**config.mk**
```make
export PLATFORM = sky130hd
export DESIGN_NAME = lcd_ctrl
export DESIGN_NICKNAME = d
export VERILOG_FILES = /design/src/rtl/lcd_ctrl.sv
export SDC_FILE = /design/constraint.sdc
export NUM_CORES = 1
export LEC_CHECK = 0
export CAP_MARGIN = 5
export CORE_ASPECT_RATIO = 0.6
export CORE_MARGIN = 5
export CORE_UTILIZATION = 51
export DETAILED_ROUTE_END_ITERATION = 6
export PLACE_DENSITY_LB_ADDON = 0.1
export SLEW_MARGIN = 20
export SYNTH_ARGS = -nofsm -noshare
export SYNTH_HDL_FRONTEND = slang
export SYNTH_SLANG_ARGS = --single-unit
```
**constraint.sdc**
```tcl
create_clock -name clk_i -period 6.5 [get_ports clk_i]
set_input_delay 1.3 -clock clk_i [delete_from_list [all_inputs] [get_ports clk_i]]
set_output_delay 1.3 -clock clk_i [all_outputs]
set_load 0.1 [all_outputs]
```
**src/rtl/lcd_ctrl.sv**
```systemverilog
// rtl/lcd_ctrl.sv - HD44780-style LCD write controller with CPU toggle handshake (optional LCD_INIT_SEQ_EN power-on init)
module lcd_ctrl #(
    parameter int T_SETUP = 2,
    parameter int T_PW    = 12,
    parameter int T_HOLD  = 2,
    parameter int T_EXEC  = 2000,
    parameter int T_CLR   = 80000
) (
    input  logic        clk_i,
    input  logic        rst_i,
    input  logic [31:0] lcd_word_i,
    output logic [31:0] status_o,
    output logic [7:0]  lcd_data_o,
    output logic        lcd_rs_o,
    output logic        lcd_rw_o,
    output logic        lcd_en_o,
    output logic        lcd_on_o
);

    // Counters are loaded with (T-1) and count down to zero, so a phase lasts exactly T cycles.
    localparam logic [19:0] SETUP_LD = 20'(T_SETUP - 1);
    localparam logic [19:0] PW_LD    = 20'(T_PW - 1);
    localparam logic [19:0] HOLD_LD  = 20'(T_HOLD - 1);
    localparam logic [19:0] EXEC_LD  = 20'(T_EXEC - 1);
    localparam logic [19:0] CLR_LD   = 20'(T_CLR - 1);

    typedef enum logic [2:0] {
        S_IDLE,
        S_SETUP,
        S_PULSE,
        S_HOLD,
        S_WAIT,
        S_INIT
    } state_t;

    state_t      state_q, state_d;
    logic [19:0] cnt_q, cnt_d;
    logic        ack_q, ack_d;
    logic        busy_q, busy_d;
    logic [7:0]  data_q, data_d;
    logic        rs_q, rs_d;
    logic        en_q, en_d;
    logic        on_q;
    logic        req_pending;
    logic        is_slow_cmd;

`ifdef LCD_INIT_SEQ_EN
    logic [1:0]  init_idx_q, init_idx_d;
    logic        init_busy_q, init_busy_d;

    function automatic logic [7:0] init_cmd(input logic [1:0] idx);
        case (idx)
            2'd0:    init_cmd = 8'h38;
            2'd1:    init_cmd = 8'h0C;
            2'd2:    init_cmd = 8'h01;
            default: init_cmd = 8'h06;
        endcase
    endfunction
`endif

    assign req_pending = lcd_word_i[30] != ack_q;
    // Clear and return-home commands need the long execution wait.
    assign is_slow_cmd = !rs_q && (data_q == 8'h01 || data_q == 8'h02 || data_q == 8'h03);

    assign status_o   = {30'd0, ack_q, busy_q};
    assign lcd_data_o = data_q;
    assign lcd_rs_o   = rs_q;
    assign lcd_rw_o   = 1'b0;
    assign lcd_en_o   = en_q;
    assign lcd_on_o   = on_q;

    // State, phase counter and registered output copies.
    always_ff @(posedge clk_i or posedge rst_i) begin
        if (rst_i) begin
`ifdef LCD_INIT_SEQ_EN
            state_q     <= S_INIT;
            busy_q      <= 1'b1;
            init_idx_q  <= 2'd0;
            init_busy_q <= 1'b1;
`else
            state_q     <= S_IDLE;
            busy_q      <= 1'b0;
`endif
            cnt_q  <= 20'd0;
            ack_q  <= 1'b0;
            data_q <= 8'h00;
            rs_q   <= 1'b0;
            en_q   <= 1'b0;
            on_q   <= 1'b0;
        end else begin
`ifdef LCD_INIT_SEQ_EN
            init_idx_q  <= init_idx_d;
            init_busy_q <= init_busy_d;
`endif
            state_q <= state_d;
            cnt_q   <= cnt_d;
            ack_q   <= ack_d;
            busy_q  <= busy_d;
            data_q  <= data_d;
            rs_q    <= rs_d;
            en_q    <= en_d;
            on_q    <= lcd_word_i[31];
        end
    end

    // Next-state logic: walk SETUP -> PULSE -> HOLD -> WAIT, then acknowledge.
    always_comb begin
        state_d = state_q;
        cnt_d   = cnt_q;
        ack_d   = ack_q;
        data_d  = data_q;
        rs_d    = rs_q;
        en_d    = 1'b0;
`ifdef LCD_INIT_SEQ_EN
        init_idx_d  = init_idx_q;
        init_busy_d = init_busy_q;
`endif
        case (state_q)
            S_IDLE: begin
                if (req_pending) begin
                    data_d  = lcd_word_i[7:0];
                    rs_d    = lcd_word_i[9];
                    cnt_d   = SETUP_LD;
                    state_d = S_SETUP;
                end
            end
            S_SETUP: begin
                if (cnt_q == 20'd0) begin
                    cnt_d   = PW_LD;
                    en_d    = 1'b1;
                    state_d = S_PULSE;
                end else begin
                    cnt_d = cnt_q - 20'd1;
                end
            end
            S_PULSE: begin
                if (cnt_q == 20'd0) begin
                    cnt_d   = HOLD_LD;
                    state_d = S_HOLD;
                end else begin
                    cnt_d = cnt_q - 20'd1;
                    en_d  = 1'b1;
                end
            end
            S_HOLD: begin
                if (cnt_q == 20'd0) begin
                    cnt_d   = is_slow_cmd ? CLR_LD : EXEC_LD;
                    state_d = S_WAIT;
                end else begin
                    cnt_d = cnt_q - 20'd1;
                end
            end
            S_WAIT: begin
                if (cnt_q == 20'd0) begin
`ifdef LCD_INIT_SEQ_EN
                    // Autonomous init writes never touch the CPU acknowledge.
                    if (init_busy_q) begin
                        init_idx_d = init_idx_q + 2'd1;
                        if (init_idx_q == 2'd3) begin
                            init_busy_d = 1'b0;
                            state_d     = S_IDLE;
                        end else begin
                            state_d = S_INIT;
                        end
                    end else begin
                        ack_d   = ~ack_q;
                        state_d = S_IDLE;
                    end
`else
                    ack_d   = ~ack_q;
                    state_d = S_IDLE;
`endif
                end else begin
                    cnt_d = cnt_q - 20'd1;
                end
            end
`ifdef LCD_INIT_SEQ_EN
            S_INIT: begin
                data_d  = init_cmd(init_idx_q);
                rs_d    = 1'b0;
                cnt_d   = SETUP_LD;
                state_d = S_SETUP;
            end
`endif
            default: state_d = S_IDLE;
        endcase
        busy_d = (state_d != S_IDLE) || (lcd_word_i[30] != ack_d);
    end

endmodule

```
==> metrics <==
clock power share 35.3%; critical path, cell by cell clkdlybuf4s50_1; WHS 0.521 ns; Fmax 0.314 GHz; Setup Skew 0.00613 ns; vias 2,156; WP buf/inv 1; worst r2r src cnt_q[10]; max-cap viol count 0; P_sw 0.166 mW; Yosys reg bits 36; I/O Buffers 25; CP Class reg2out; Peak VDD IR 109 uV; Starting Density 51.8%; clock-pin slew on the worst setup and hold paths 0.07 ns; startpoint types flip-flop; CTS Root Cell clkbuf_8; IO Count 78; via/cell ratio 6.01; crit path time final 3.18 ns; r2r setup slk 3.72 ns; HPWL after DPL 4710 um; drt first pass iters 5; Setup Viol. Count Final 0; Async SR Flop Fraction 100%; Post-Syn Area 2570 um^2; RSZ-0062 raised after global routing no; setup TNS 0 ns; ANT nets after route 0; CP Capture Type primary output; combinational power share 19.1%; placed cell areas 2700 um^2; worst skew pair latency 0.29 ns; slowest cell delay on critical path 1.17 ns; Worst Path Required 5.20 ns; die height 64.9 um; layout cells sized above 1 12.3%; final wirelength 6420 um; DRC 0; Slew Limit Fails 0; Die Area 6600 um^2; Seq/Total Area, Yosys 35.1%; CP top delay family buffers and inverters; Longest Clk Path Bufs 2; TritonCTS clock tree yes; Slew @ Worst Pin 0.999 ns; Placer Congestion 0.885; std cell rows 20; reg2reg path depth 5; Post-synth EDFFs 0; Slowest-stage cell, CP clkdlybuf4s50_1; Post-synth top flop dfrtp_1; total core area 4950 um^2; Post-CTS Setup Bufs 0; vias in the first global route 1,922; initial antenna violation count 0; power per cell area 176 nW/um^2; H-tree depth 2; crit-path max FO 4; Final period util 48.9%; wire length per cell 17.9 um; Syn Inst Count 278; Synth warnings 0; Final Hold Vio Count 0; average size of a mapped cell 9.23 um^2; Synth cell types 63; worst hold path class reg2reg; Net Sw Frac 33.7%; P_leak 1.20 nW; synthesis-to-finish area growth 8.78%; clock sink total 36; CTS Buf Count 5; hold path start cnt_q[16]; total congestion overflow 0; Int Pwr 0.326 mW; Util after Layout 56.3%; first-pass GRT wire length 10,300 um; cts hold-fix bufs 0; crit path from ack_q; largest net degree at the start of global routing 37; # resized after CTS 0; Total Routing Usage GR 20.0%; Reg power frac 45.6%; diode count 0; status finished clean; Worst path depth 1; DRT iter0 DRCs 228; Slew HR 32.8%; Chip Width 102 um; fin area 2790 um^2; worst endpoint data arrival time 1.88 ns; Hold Path Depth 1; nets 329
## state kept, by name (all words and copies together), names as in the netlist
name / flops
ack_q: 1
state_q: 3
lcd_data_o: 8
lcd_en_o: 1
lcd_on_o: 1
busy_q: 1
lcd_rs_o: 1
cnt_q: 20
## logic make-up (layout without fill, tap and decap cells)
logic type                 Yosys count  count (layout)  synth area share (%)
and+or+nand+nor                     97              97                  22.5
muxes                               11              11                  4.73
buffers and inverters               56              41                  13.9
xor gates and xnor gates             3               3                  1.02
other                                1              31                 0.146
adders and majority gates            2               2                 0.975
DFF                                 36              36                  35.1
AOI/OAI and AO/OA                   72              72                  21.6
## per-layer routing
| metal | global-route usage, % | up-vias | part of all wire, % |
|---|---|---|---|
| li1 | - | 1001 | - |
| met1 | 32.8 | 1044 | 48 |
| met2 | 25.3 | 103 | 40 |
| met3 | 4.30 | 8 | 11 |
| met4 | 5.64 | 0 | 0.97 |
| met5 | 0 | - | 0 |
## power by group through the flow
stage               combinational, mW  sequential, mW  clock [mW]
floorplan                      0.0962           0.231           0
global placement               0.0938           0.229           0
detailed placement             0.0939           0.229           0
CTS                            0.0940           0.224       0.177
global route                   0.0971           0.224       0.185
finish                         0.0942           0.224       0.174
## layout by cell type, fill, tap and decap left out, types with 6 or more instances in the layout
| cell type | instances |
|---|---|
| a21oi_1 | 7 |
| clkbuf_8 | 7 |
| clkdlybuf4s50_1 | 25 |
| conb_1 | 31 |
| dfrtp_1 | 36 |
| inv_1 | 7 |
| mux2_2 | 9 |
| nand2_1 | 13 |
| nand3_1 | 6 |
| nor2_1 | 22 |
| nor3_1 | 14 |
| nor4_1 | 11 |
| o21ai_0 | 12 |
| o22ai_1 | 8 |
## through the flow
stage / setup slack [ns] / std cells / total power, mW
floorplan: 3.98 / 308 / 0.327
global placement: 3.43 / 352 / 0.322
detailed placement: 3.46 / 352 / 0.323
CTS: 3.30 / 359 / 0.495
global route: 3.27 / 359 / 0.506
finish: 3.32 / 359 / 0.492
## synthesized netlist by cell type (all sizes together), types with 4 or more instances
| library cell | instances | area share, % |
|---|---|---|
| nor2 | 22 | 3.2 |
| nor4 | 13 | 4.3 |
| nand3 | 7 | 1.6 |
| a21o | 4 | 1.2 |
| a211o | 4 | 1.4 |
| nand2 | 14 | 2.1 |
| clkbuf | 12 | 1.8 |
| inv | 7 | 1.0 |
| mux2 | 9 | 3.9 |
| o21ai | 15 | 3.5 |
| or4 | 4 | 1.3 |
| a21oi | 8 | 2.0 |
| nor3 | 15 | 3.4 |
| nand2b | 4 | 0.97 |
| buf | 37 | 11 |
| a31o | 4 | 1.4 |
| dfrtp | 36 | 35 |
| o22ai | 9 | 2.4 |
| nand3b | 4 | 1.3 |
## cell type report
cell class	count	area, um^2
clock buffers	7	96.3
flip-flops and latches	36	901
fillers	443	2160
repair buffers	27	265
well taps	66	82.6
multi-input cells	216	1420
inverters	7	26.3
## worst paths after layout
check / end
worst max-delay path: status_o[1]
worst min-delay path: cnt_q[16]
worst max register to register: cnt_q[10]
worst min register to register: cnt_q[16]
max in group asynchronous: ack_q
min in group asynchronous: lcd_data_o[1]
Power figures use the tool's default switching activity.
==> edit 1 (config.mk and constraints unchanged) <==
Remove the register `en_q`: a continuous assignment takes its place, so the output `lcd_en_o` follows one clock earlier.
--- a/src/rtl/lcd_ctrl.sv
+++ b/src/rtl/lcd_ctrl.sv
@@ -86,5 +86,4 @@
             data_q <= 8'h00;
             rs_q   <= 1'b0;
-            en_q   <= 1'b0;
             on_q   <= 1'b0;
         end else begin
@@ -99,8 +98,9 @@
             data_q  <= data_d;
             rs_q    <= rs_d;
-            en_q    <= en_d;
             on_q    <= lcd_word_i[31];
         end
     end
+
+    assign en_q = en_d;
 
     // Next-state logic: walk SETUP -> PULSE -> HOLD -> WAIT, then acknowledge.
Behaviour: not the same (Yosys sat finds a counterexample within 4 cycles, from zero or initial values and one cycle with rst_i high).
==> edit 1 against the original RTL <==
- final cell count down 0.84%
- count of clock-buffer cells in the layout unchanged
- synthesized area down 0.98%
- clock power down 11%
- sequential cell count down 1
- first-iteration DRC count up 17%
- wire length down 1.5%
- total power down 5.3%
- register-to-register slack about the same
- worst setup slack worse by 1600 ps
- final area down 1.3%
- largest power group unchanged
==> edit 1: results (changes against the original RTL) <==
Yosys
  • Netlist cell types: 63 (unchanged)
  • Share of flip-flops with an asynchronous set or reset: 100% (unchanged)
  • Number of synthesis warnings: 0 (unchanged)
  • Main synth FF type: dfrtp_1 (unchanged)
  • Post-synthesis sequential area ratio: 34.5% (was 35.1%)
  • Area contributors post-synth: dfrtp_1, buf_4, mux2_2 (unchanged)
  • Most frequent cells after synthesis: dfrtp_1, buf_4, nor2_1, nor3_1, nand2_1 (unchanged)

Power and ir drop
  • IR drop worst, VDD: 0.108 mV (was 0.109 mV)
  • Pleak: 1.18 nW (was 1.20 nW)

Finish
  • Largest register FFs: 20 (unchanged)
  • Layout cell share with drive strength beyond 1: 12.3% (unchanged)
  • Post-layout util: 58.8% (was 56.3%)
  • FILL cells: 407 (was 443)
  • Nets@finish: 328 (was 329)

Setup path
  • Critical path startpoint: cnt_q[10]$_DFFE_PP0P_ (was ack_q$_DFF_PP0_)
  • Crit path to: lcd_en_o (was status_o[1])
  • Worst EP arrival: 3530 ps (was 1880 ps)
  • Worst r2r path cells: 5 (unchanged)
  • Reg2Reg Setup Slack: 3730 ps (was 3720 ps)
  • Largest fanout on the critical path: 11 (was 4)
  • Crit Reg-Reg Endpoint: cnt_q[9]$_DFFE_PP0P_ (was cnt_q[10]$_DFFE_PP0P_)
  • Slowest CP cell: clkdlybuf4s50_1 (unchanged)

Clock tree
  • Worst-Skew Late Latency: 290 ps (about the same)
  • Clk buf depth: 2 (unchanged)
  • Clock-pin slew on the worst setup and hold paths: 70 ps (about the same)
  • TritonCTS buffer count: 5 (unchanged)
  • Max H-tree Level: 2 (unchanged)

Hold path
  • WHS Endpoint: cnt_q[16]$_DFFE_PP0P_ (unchanged)
  • Tightest Hold Check Type: register to register (unchanged)

Run status
  • Status: finished clean (unchanged)

Drt
  • WL/cell: 17.8 um (was 17.9 um)
  • Final ANT Viol Nets: 0 (unchanged)
  • Vias: 2102 (was 2156)
  • DRT iter0 DRCs: 267 (was 228)

Timing
  • Post-Route Skew: 8.07 ps (was 6.13 ps)
  • Slew HR: 34.6% (was 32.8%)
  • Worst setup margin: 1670 ps (was 3320 ps)

Global routing
  • GRT Total Usage: 19.8% (was 20.0%)
  • Number of global-route vias before repair: 1928 (was 1922)
  • Largest net degree at the start of global routing: 36 (was 37)
  • Global-route wire length before repair: 10300 um (about the same)

Placed design
  • Placed Area: 0.00267 sq mm (was 0.00270 sq mm)
  • Place WS: 2020 ps (was 3460 ps)
  • HPWL after detailed placement: 4650 um (was 4710 um)
  • Final RePlAce weighted congestion: 0.871 (was 0.885)
## edit 1: cell types whose count changed in the layout (fill, tap and decap cells not counted)
cell	unedited run	this run
dfrtp_1	36	35
clkinv_2	0	1
clkbuf_1	0	2
clkbuf_8	7	5
nor4_1	11	10
nor4_2	0	1
## edit 1: cell families (layout without fill, tap and decap cells)
kind of cell,Yosys count,after routing,synth area share (%)
adder cells (fa/ha/maj),2,2,0.985
flip-flops,35,35,34.5
buffers and inverters,56,42,14.1
other,1,31,0.148
XOR/XNOR,3,3,1.03
multiplexers,11,11,4.78
AND/OR/NAND/NOR,97,97,22.7
AO/OA/AOI/OAI,72,72,21.8
## edit 1: layer usage
metal  vias to the layer above  part of all wire [%]  track usage, %  routed length (um)
met3                         8                   9.5            4.93                 602
met4                         0                  0.76            3.15                  48
met1                       992                    52            33.8                3280
met5                         -                     0               0                   0
met2                       102                    38            24.4                2400
li1                       1000                     -               -                   -
## edit 1: final cells by class
class	instances	area share, %
sequential	35	31.8
multi-input combinational	216	51.8
tap	63	2.86
timing repair buffer	27	9.63
inverter	7	0.954
clock buffer	7	2.77
clock inverter	1	0.182
## edit 1: report_power, final
group / total [mW] / switching (mW) / internal [mW]
clock: 0.154 / 0.0789 / 0.0752
combinational: 0.0941 / 0.0865 / 0.00763
sequential: 0.218 / 0.0000618 / 0.218
## edit 1: worst max-delay path: cells and delay by family (launching register included)
family          cells  cell delay [ps]
buf+inv             1             1160
compound gates      1              130
simple gates        4             1550
flops               1              410
## edit 1: through the flow
stage / hold slack (ps) / std cells
6_report: 531 / 356
5_1_grt: 560 / 356
4_1_cts: 528 / 356
3_5_place_dp: 512 / 348
3_3_place_gp: 506 / 348
2_1_floorplan: 473 / 307
==> edit 2 (same flow settings) <==
Made on the original files. Add a define of `LCD_INIT_SEQ_EN`.
--- a/src/rtl/lcd_ctrl.sv
+++ b/src/rtl/lcd_ctrl.sv
@@ -1,3 +1,5 @@
 // rtl/lcd_ctrl.sv - HD44780-style LCD write controller with CPU toggle handshake (optional LCD_INIT_SEQ_EN power-on init)
+`define LCD_INIT_SEQ_EN
+
 module lcd_ctrl #(
     parameter int T_SETUP = 2,
Formal check against the unedited RTL: not equivalent (Yosys sat finds a counterexample within 4 cycles, from zero or initial values and one cycle with rst_i high).
==> edit 2 against the original RTL <==
- die area rose by 0.99%
- total power rose by 3.0%
- sequential power rose by 8%
- synthesized area rose by 1.1%
- critical endpoint is now cnt_q[19]$_DFFE_PP0P_
- worst setup slack got worse by 110 ps
- clock power fell by 2%
- sequential cell count rose by 3
- wire length fell by 6.9%
- largest power group unchanged
- critical path type is now input pin to register
- maximum frequency fell by 3.5%
- final area rose by 1.3%
==> edit 2: results (changes against the original RTL) <==
Finish
  • FILL cells: 470 (was 443)
  • #MultiIn Comb: 233 (was 216)
  • Layout cell share with drive strength beyond 1: 9.49% (was 12.3%)
  • Nets@finish: 354 (was 329)
  • Non-clock buffer share: 9.38% (was 9.50%)
  • Multi-input gate area: 0.00137 sq mm (was 0.00142 sq mm)
  • Inverters: 9 (was 7)
  • Seq/total area: 34.7% (was 32.3%)

Hold path
  • WHS Endpoint: init_busy_q$_DFFE_PP1P_ (was cnt_q[16]$_DFFE_PP0P_)

Setup path
  • Crit Reg-Reg Endpoint: cnt_q[4]$_DFFE_PP0P_ (was cnt_q[10]$_DFFE_PP0P_)
  • Worst r2r path cells: 7 (was 5)
  • Largest fanout on the critical path: 20 (was 4)
  • Reg2Reg Setup Slack: 3580 ps (was 3720 ps)
  • Worst EP arrival: 3510 ps (was 1880 ps)

Drt
  • WL/cell: 15.6 um (was 17.9 um)
  • DRT iter0 DRCs: 187 (was 228)
  • Routed vias/inst: 5.66 (was 6.01)
  • Drt pass-1 iters: 4 (was 5)
  • Metal3 WL: 530 um (was 685 um)

Placed design
  • Final RePlAce weighted congestion: 0.860 (was 0.885)
  • HPWL after detailed placement: 4420 um (was 4710 um)
  • Place WS: 2910 ps (was 3460 ps)

Yosys
  • Area contributors post-synth: dfrtp_1, buf_4, nand2_1 (was dfrtp_1, buf_4, mux2_2)
  • Netlist cell types: 69 (was 63)
  • Post-synthesis sequential area ratio: 37.8% (was 35.1%)
  • Most frequent cells after synthesis: dfrtp_1, nand2_1, buf_4, nor2_1, a21oi_1 (was dfrtp_1, buf_4, nor2_1, nor3_1, nand2_1)

Global routing
  • GRT Total Usage: 18.8% (was 20.0%)
  • Largest net degree at the start of global routing: 40 (was 37)

Timing
  • Post-Route Skew: 6.37 ps (was 6.13 ps)
  • Slew HR: 34.9% (was 32.8%)

Run status
  • Status: finished clean (unchanged)

Power and ir drop
  • Pleak: 1.20 nW (about the same)
  • IR drop worst, VDD: 0.106 mV (was 0.109 mV)
==> edit 2: cell types whose count changed after synthesis, sizes merged, moves of 4 or more <==
cell and change:
a21oi +5, nand2 +22, mux2 -8, dfstp +4
o31ai +6, nor2 +4, nor4 -6, o22ai -6
or3 +4, clkbuf -5, a31oi +5, nor3 -5
==> edit 2: cell families (layout without fill, tap and decap cells) <==
| family | count (synthesis) | count (layout) | synth area share, % |
|---|---|---|---|
| AOI/OAI and AO/OA | 73 | 73 | 19.8 |
| DFF | 39 | 39 | 37.8 |
| other | 1 | 31 | 0.145 |
| xor gates and xnor gates | 5 | 5 | 1.69 |
| and+or+nand+nor | 118 | 118 | 24.1 |
| adders and majority gates | 5 | 5 | 2.41 |
| muxes | 1 | 1 | 0.434 |
| buffers and inverters | 55 | 44 | 13.6 |
==> edit 2: worst max-delay path by stage <==
stage                               from               endpoint  slack, ps  cells after the start
after floorplan           lcd_word_i[30]  cnt_q[19]$_DFFE_PP0P_       3630                      6
after global placement    lcd_word_i[30]  cnt_q[19]$_DFFE_PP0P_       2920                      7
after detailed placement  lcd_word_i[30]  cnt_q[19]$_DFFE_PP0P_       2910                      7
after CTS                 lcd_word_i[30]  cnt_q[19]$_DFFE_PP0P_       3220                      7
after global routing      lcd_word_i[30]  cnt_q[19]$_DFFE_PP0P_       3090                      7
final                     lcd_word_i[30]  cnt_q[19]$_DFFE_PP0P_       3200                      7
==> edit 2: metrics by stage <==
stage	cells	power [mW]	instance area (sq um)	hold WS [ps]	util, %
final	382	0.507	2830	520	56.5
after global routing	382	0.527	2830	527	56.5
after CTS	382	0.512	2830	519	56.5
after detailed placement	374	0.342	2740	507	54.7
after global placement	374	0.342	2740	505	54.7
after floorplan	327	0.346	2710	481	-
